### src/rtl/vga_timing_pkg.sv
// ----------------------------------------------------------------------------
// vga_timing_pkg
// Purpose : shared raster-timing constants and types for the VGA sync path.
//           Defaults describe 1280x1024@60 (108 MHz pixel clock). Derived
//           sync window boundaries are half-open: [START, END).
// Ports   : none (package).
// Config  : no macros.
// ----------------------------------------------------------------------------
package vga_timing_pkg;

   // 12-bit unsigned raster coordinate, shared with the frame ROM address path
   typedef logic [11:0] coord_t;

   localparam int H_ACTIVE   = 1280;
   localparam int H_FP       = 48;
   localparam int H_SYNC     = 112;
   localparam int H_BP       = 248;
   localparam int V_ACTIVE   = 1024;
   localparam int V_FP       = 1;
   localparam int V_SYNC     = 3;
   localparam int V_BP       = 38;
   localparam bit HS_POL     = 1'b1;
   localparam bit VS_POL     = 1'b1;
   localparam int PIPE_DELAY = 2;

   localparam int H_TOTAL  = H_ACTIVE + H_FP + H_SYNC + H_BP;   // 1688
   localparam int V_TOTAL  = V_ACTIVE + V_FP + V_SYNC + V_BP;   // 1066
   localparam int HS_START = H_ACTIVE + H_FP;                   // 1328
   localparam int HS_END   = HS_START + H_SYNC;                 // 1440
   localparam int VS_START = V_ACTIVE + V_FP;                   // 1025
   localparam int VS_END   = VS_START + V_SYNC;                 // 1028

   // Map an asserted/deasserted decode onto the physical sync level
   function automatic logic sync_level(input logic asserted, input logic pol);
      return asserted ? pol : ~pol;
   endfunction

endpackage : vga_timing_pkg

### src/rtl/sync_delay.sv
// ----------------------------------------------------------------------------
// sync_delay
// Purpose : WIDTH-bit, DEPTH-stage shift register used to align strobes with
//           a downstream registered pipeline. DEPTH=0 is a plain wire.
// Ports   : clk_i      clock
//           rst_i      asynchronous active-high reset
//           rst_val_i  value every stage takes while reset is asserted
//           d_i        input word
//           q_o        input word delayed by DEPTH cycles
// Config  : no macros.
// ----------------------------------------------------------------------------
module sync_delay #(
   parameter int WIDTH = 1,
   parameter int DEPTH = 1
) (
   input  logic             clk_i,
   input  logic             rst_i,
   input  logic [WIDTH-1:0] rst_val_i,
   input  logic [WIDTH-1:0] d_i,
   output logic [WIDTH-1:0] q_o
);

   if (DEPTH == 0) begin : g_bypass
      // Clock and reset have no role without storage
      logic unused_s;
      assign unused_s = ^{clk_i, rst_i, rst_val_i};
      assign q_o      = d_i;
   end else begin : g_pipe
      logic [WIDTH-1:0] stage_q [DEPTH];

      // Shift chain; stage 0 captures the input, last stage drives the output
      always_ff @(posedge clk_i or posedge rst_i) begin
         if (rst_i) begin
            for (int i = 0; i < DEPTH; i++) begin
               stage_q[i] <= rst_val_i;
            end
         end else begin
            stage_q[0] <= d_i;
            for (int i = 1; i < DEPTH; i++) begin
               stage_q[i] <= stage_q[i-1];
            end
         end
      end

      assign q_o = stage_q[DEPTH-1];
   end

endmodule : sync_delay

### src/rtl/vga_sync_gen.sv
// ----------------------------------------------------------------------------
// vga_sync_gen
// Purpose : raster timing generator. Produces x/y for the frame ROMs, and
//           sync/blank strobes delayed by PIPE_DELAY so they line up with the
//           colour stage's registered output. Also emits undelayed line and
//           frame start pulses for downstream sequencers.
// Ports   : vgaClk       pixel clock
//           reset        asynchronous active-high reset
//           x, y         registered raster counters (12-bit)
//           video_on     active-region flag, PIPE_DELAY cycles late
//           hsync/vsync  sync strobes, PIPE_DELAY cycles late, HS_POL/VS_POL
//           line_start   one-cycle pulse while x==0
//           frame_start  one-cycle pulse while x==0 and y==0
//           frame_count  frames since reset (FRAME_COUNT_EN only)
// Config  : `define FRAME_COUNT_EN adds the frame_count port and counter.
// ----------------------------------------------------------------------------
module vga_sync_gen
   import vga_timing_pkg::*;
#(
   parameter int H_ACTIVE   = vga_timing_pkg::H_ACTIVE,
   parameter int H_FP       = vga_timing_pkg::H_FP,
   parameter int H_SYNC     = vga_timing_pkg::H_SYNC,
   parameter int H_BP       = vga_timing_pkg::H_BP,
   parameter int V_ACTIVE   = vga_timing_pkg::V_ACTIVE,
   parameter int V_FP       = vga_timing_pkg::V_FP,
   parameter int V_SYNC     = vga_timing_pkg::V_SYNC,
   parameter int V_BP       = vga_timing_pkg::V_BP,
   parameter bit HS_POL     = vga_timing_pkg::HS_POL,
   parameter bit VS_POL     = vga_timing_pkg::VS_POL,
   parameter int PIPE_DELAY = vga_timing_pkg::PIPE_DELAY
) (
   input  logic        vgaClk,
   input  logic        reset,
   output coord_t      x,
   output coord_t      y,
   output logic        video_on,
   output logic        hsync,
   output logic        vsync,
   output logic        line_start,
   output logic        frame_start
`ifdef FRAME_COUNT_EN
   ,
   output logic [15:0] frame_count
`endif
);

   localparam int     H_TOTAL  = H_ACTIVE + H_FP + H_SYNC + H_BP;
   localparam int     V_TOTAL  = V_ACTIVE + V_FP + V_SYNC + V_BP;
   localparam coord_t X_LAST   = coord_t'(H_TOTAL - 1);
   localparam coord_t Y_LAST   = coord_t'(V_TOTAL - 1);
   localparam coord_t X_ACT    = coord_t'(H_ACTIVE);
   localparam coord_t Y_ACT    = coord_t'(V_ACTIVE);
   localparam coord_t HS_START = coord_t'(H_ACTIVE + H_FP);
   localparam coord_t HS_END   = coord_t'(H_ACTIVE + H_FP + H_SYNC);
   localparam coord_t VS_START = coord_t'(V_ACTIVE + V_FP);
   localparam coord_t VS_END   = coord_t'(V_ACTIVE + V_FP + V_SYNC);

   if (H_TOTAL > 4096 || V_TOTAL > 4096) begin : g_bad_total
      $error("vga_sync_gen: H_TOTAL/V_TOTAL must not exceed 4096");
   end
   if (PIPE_DELAY < 0) begin : g_bad_delay
      $error("vga_sync_gen: PIPE_DELAY must be non-negative");
   end

   // arm_q is low only for the first clock after reset release. That clock
   // holds the counters at 0,0 while the registered pulses load, so
   // frame_start is visible together with x=y=0 in the first full cycle.
   logic   arm_q;
   coord_t x_q, x_d;
   coord_t y_q, y_d;
   logic   line_start_q, line_start_d;
   logic   frame_start_q, frame_start_d;

   // Next-state raster counters and the start pulses that follow them
   always_comb begin
      x_d = x_q;
      y_d = y_q;
      if (!arm_q) begin
         x_d = x_q;
         y_d = y_q;
      end else if (x_q == X_LAST) begin
         x_d = 12'd0;
         if (y_q == Y_LAST) begin
            y_d = 12'd0;
         end else begin
            y_d = y_q + 12'd1;
         end
      end else begin
         x_d = x_q + 12'd1;
         y_d = y_q;
      end
      line_start_d  = (x_d == 12'd0);
      frame_start_d = (x_d == 12'd0) && (y_d == 12'd0);
   end

   // Counter and pulse registers
   always_ff @(posedge vgaClk or posedge reset) begin
      if (reset) begin
         arm_q         <= 1'b0;
         x_q           <= 12'd0;
         y_q           <= 12'd0;
         line_start_q  <= 1'b0;
         frame_start_q <= 1'b0;
      end else begin
         arm_q         <= 1'b1;
         x_q           <= x_d;
         y_q           <= y_d;
         line_start_q  <= line_start_d;
         frame_start_q <= frame_start_d;
      end
   end

   // Raw decodes from the registered counters. The priming cycle feeds the
   // inactive state so no strobe is ever emitted for that duplicate 0,0.
   logic       act_s, hs_on_s, vs_on_s;
   logic [2:0] pipe_in_s, pipe_out_s, pipe_rst_s;

   assign act_s      = arm_q && (x_q < X_ACT) && (y_q < Y_ACT);
   assign hs_on_s    = arm_q && (x_q >= HS_START) && (x_q < HS_END);
   assign vs_on_s    = arm_q && (y_q >= VS_START) && (y_q < VS_END);
   assign pipe_in_s  = {act_s, sync_level(hs_on_s, HS_POL), sync_level(vs_on_s, VS_POL)};
   assign pipe_rst_s = {1'b0, ~HS_POL, ~VS_POL};

   sync_delay #(
      .WIDTH (3),
      .DEPTH (PIPE_DELAY)
   ) u_sync_delay (
      .clk_i     (vgaClk),
      .rst_i     (reset),
      .rst_val_i (pipe_rst_s),
      .d_i       (pipe_in_s),
      .q_o       (pipe_out_s)
   );

   assign x           = x_q;
   assign y           = y_q;
   assign video_on    = pipe_out_s[2];
   assign hsync       = pipe_out_s[1];
   assign vsync       = pipe_out_s[0];
   assign line_start  = line_start_q;
   assign frame_start = frame_start_q;

`ifdef FRAME_COUNT_EN
   // The first frame after reset is frame 0, so its pulse only arms the count.
   // The counter steps on the same edge that raises frame_start, so the new
   // value is already visible while the pulse is high.
   logic [15:0] frame_count_q, frame_count_d;
   logic        seen_q, seen_d;

   // Next frame count
   always_comb begin
      frame_count_d = frame_count_q;
      seen_d        = seen_q;
      if (frame_start_d) begin
         seen_d = 1'b1;
         if (seen_q) begin
            frame_count_d = frame_count_q + 16'd1;
         end else begin
            frame_count_d = frame_count_q;
         end
      end else begin
         frame_count_d = frame_count_q;
      end
   end

   // Frame counter registers
   always_ff @(posedge vgaClk or posedge reset) begin
      if (reset) begin
         frame_count_q <= 16'd0;
         seen_q        <= 1'b0;
      end else begin
         frame_count_q <= frame_count_d;
         seen_q        <= seen_d;
      end
   end

   assign frame_count = frame_count_q;
`else
   // Frame counter not built in this configuration
`endif

endmodule : vga_sync_gen
### config.mk
export PLATFORM = sky130hd
export DESIGN_NAME = vga_sync_gen
export DESIGN_NICKNAME = d
export VERILOG_FILES = /design/src/rtl/vga_timing_pkg.sv /design/src/rtl/sync_delay.sv /design/src/rtl/vga_sync_gen.sv
export SDC_FILE = /design/constraint.sdc
export NUM_CORES = 1
export LEC_CHECK = 0
export CORE_ASPECT_RATIO = 2
export CORE_MARGIN = 4
export CORE_UTILIZATION = 47
export CTS_CLUSTER_DIAMETER = 100
export CTS_CLUSTER_SIZE = 14
export DETAILED_ROUTE_END_ITERATION = 12
export GPL_TIMING_DRIVEN = 0
export MAX_ROUTING_LAYER = met4
export PLACE_DENSITY = 0.75
export SETUP_SLACK_MARGIN = 0.3
export SYNTH_ARGS = -nofsm -noshare
export SYNTH_HDL_FRONTEND = slang
export SYNTH_SLANG_ARGS = --single-unit
### constraint.sdc
create_clock -name vgaClk -period 2.7 [get_ports vgaClk]
set_clock_uncertainty 0.15 [all_clocks]
set_input_delay 0.54 -clock vgaClk [delete_from_list [all_inputs] [get_ports vgaClk]]
set_output_delay 0.54 -clock vgaClk [all_outputs]
set_load 0.02 [all_outputs]
==> impl_metrics.csv <==
group,metric,value,unit
synth,synthDominantCellAreaShare,46.4,%
setup_path,crit_type,"flip-flop to flip-flop",
floorplanning,chipHeight,95.0,um
cells_and_area,layout.filler_cells,312,
cells_and_area,mostFrequentLayoutCell,"clkdlybuf4s50_1",
global_routing,overflow,0,
place,gp_congestion,0.892,
sta,tightest_slew,0.727,ns
pwr,power.density_cell_area,683,nW/um^2
clock_network,tritoncts_clock_tree,"built",
cells_and_area,finalNetCount,240,
sta,rsz0062_at_grt,"true",
global_routing,antenna_found_initial,0,
synth,post_synthesis_cell_type_with_the_largest_combined_area,"dfrtp_1",
run_status,violated_checks,"negative setup slack",
global_routing,first_global_vias,1625,
run_status,outcome,"complete, but fails checks",
sta,max_freq,353,MHz
drt,drtAntennaViolNets,0,
clock_network,cts.htree.levels,2,
setup_path,worst-path-max-fanout,5,
sta,worst_slew_margin_rel,51.2,%
synth,synth.avg_cell_area,9.52,um^2
synth,async_flop_share,100,%
clock_network,worst_setup_hold_path_clk_slew,0.07,ns
drt,routedWlPerCell,15.4,um
sta,drv_slew,0,
floorplanning,core.rowCount,31,
drt,route.detailed.drc,0,
synth,synth_fp_nets,194,
clock_network,maximum_clock_path_buffer_count,2,
synth,synth_sequential_area_ratio,46.4,%
clock_network,cts_hold_buffers,0,
place,port_buffers,30,
pwr,power.leakage,0.00111,uW
floorplanning,floorplan.core_area,3650,um^2
floorplanning,ios,31,
sta,timing_hold_violations_final,0,
synth,postSynthCellCount,187,
setup_path,required,2.74,ns
synth,ys_seq_elements,33,
clock_network,cts_made_buffers,5,
drt,drt_pass1_iterations,5,
setup_path,cp_startpoint,"x[6]$_DFF_PP0_",
setup_path,worst_path_cell_trace,"or3b_4 > or4_4 > buf_6 > nor3_4 > mux2_4 > or4_4 > nor4b_4",
clock_network,cts_root_buffer,"clkbuf_8",
synth,synth-edff-count,0,
drt,vias,1575,
pwr,max-vdd-ir-drop,782,uV
drt,drt_iter0_drc,51,
setup_path,cp-end-kind,"flip-flop",
run,timing.max_cap.violations,0,
place,dp_hpwl,2.93,mm
cells_and_area,layout-area-overhead-vs-synth,37.5,%
min_path,hold_removal_path_class,"flip-flop to flip-flop",
min_path,hold_path_startpoint,"u_sync_delay.g_pipe.stage_q[5]$_DFF_PP0_",
place,dp_slack,-0.396,ns
sta,setup_viol,1,
clock_network,cts.sink_count,33,
setup_path,max_stage_delay,0.52,ns
setup_path,worst_path_most_repeated_cell,"or4_4",
cells_and_area,final_cell_mix,"clkdlybuf4s50_1, dfrtp_1, nand2_1, nor2_1, inv_1",
synth,synth.top_cells.by_area,"dfrtp_1, xnor2_1, nand2_1, xor2_1, ha_1",
clock_network,clk_latency,0.28,ns
global_routing,global_route.usage.total,20.7,%
sta,setup_tns,-0.132,ns
global_routing,grt_max_degree,34,
floorplanning,floorplan.initialDensity,48.8,%
cells_and_area,final_antenna_diode_count,0,
synth,synthesis.area,1780,um^2
global_routing,grt_pass1_wl,7.47,mm
setup_path,slowest_stage,"or4_4",
setup_path,cpLargestDelayFamily,"simple AND/OR/NAND/NOR gates",
sta,final.min_clock_period,2.83,ns
drt,postRouteWirelength,4.37,mm
setup_path,cp_data_arrival_time,2.88,ns
floorplanning,fp.dieArea,4900,um^2
setup_path,origin_of_the_critical_flop_to_flop_path,"x[6]$_DFF_PP0_",
cells_and_area,drive_gt1_share,17.9,%
floorplanning,die_x,51.5,um
cells_and_area,postLayoutCoreUtil,67.2,%
drt,drt-vias-per-instance,5.57,
synth,synthDistinctLibCells,44,
sta,holdWs,0.199,ns
synth,dominantRegCellSynth,"dfrtp_1",
setup_path,critPathLaunchType,"flip-flop",
sta,setup_slack,-0.132,ns
synth,synth_warnings,0,
sta,layout_worst_path_cycle_share,105,%
setup_path,crit_buf_inv,1,
-- cells by family after synthesis --
group / Yosys count / share of synthesized area (%)
DFF: 33 / 46.4
and+or+nand+nor: 87 / 28.5
muxes: 2 / 1.19
other: 1 / 0.211
adders and majority gates: 5 / 3.51
AOI/OAI and AO/OA: 19 / 6.68
buffers and inverters: 22 / 4.71
xor gates and xnor gates: 18 / 8.85
-- stage by stage --
stage	total power (uW)	cell area, um^2	instances
floorplan	941	1820	187
finish	1670	2450	283
global placement	1110	2190	266
global route	1750	2450	283
detailed placement	1130	2190	266
CTS	1650	2370	280
-- area by class of cell --
type,instances,area (um^2),area share [%]
Timing Repair Buffer,39,388,15.8
Inverter,11,41.3,1.69
Buffer,11,60.1,2.45
Tap cell,49,61.3,2.50
Clock inverter,1,30.0,1.23
Clock buffer,7,86.3,3.53
Multi-Input combinational cell,132,950,38.8
Sequential cell,33,832,34.0
-- where the power goes --
part / leakage [uW] / switching, uW / internal [uW]
registers: 0.000436 / 52.1 / 558
clock network: 0.0000585 / 179 / 301
logic: 0.000612 / 324 / 259
total: 0.00111 / 554 / 1120
-- Yosys cell counts, drive strengths merged (3+ instances only) --
cell type and number:
nor4b 4, ha 5, o21ai 9, nand4 7
nor4 3, clkbuf 10, and3 3, nor3 5
nor2 15, or4 5, inv 11, nand2 19
xor2 8, xnor2 10, dfrtp 33, nand2b 4
nand3 9
-- routing by layer --
metal | track usage, % | routed length, um | share of wire [%] | vias up
met4 | 14.2 | 204 | 4.7 | 0
met1 | 22.4 | 1600 | 37 | 766
met2 | 34.4 | 2440 | 56 | 47
li1 | - | - | - | 744
met3 | 2.82 | 132 | 3.0 | 18
met5 | - | 0 | 0 | -
-- flip-flops by register name, indices dropped and copies added (netlist names) --
register / flops
u_sync_delay.q_o: 3
arm_q: 1
line_start: 1
frame_start: 1
y: 12
u_sync_delay.g_pipe.stage_q: 3
x: 12
-- what timing repair did --
item	CTS	global route
endpoints found under the setup margin	5	2
pin swaps	1	1
setup buffers	6	2
resized for setup	8	9
-- final timing paths --
check	end	slack [ns]	cells after the start
min in group asynchronous	x[10]$_DFF_PP0_	0.44	2
worst max-delay path	frame_start$_DFF_PP0_	-0.13	7
worst min-delay path	u_sync_delay.q_o[2]$_DFF_PP0_	0.20	0
worst max register to register	frame_start$_DFF_PP0_	-0.13	7
max in group asynchronous	y[8]$_DFF_PP0_	1.50	3
worst min register to register	u_sync_delay.q_o[2]$_DFF_PP0_	0.20	0
Power figures use the tool's default switching activity.
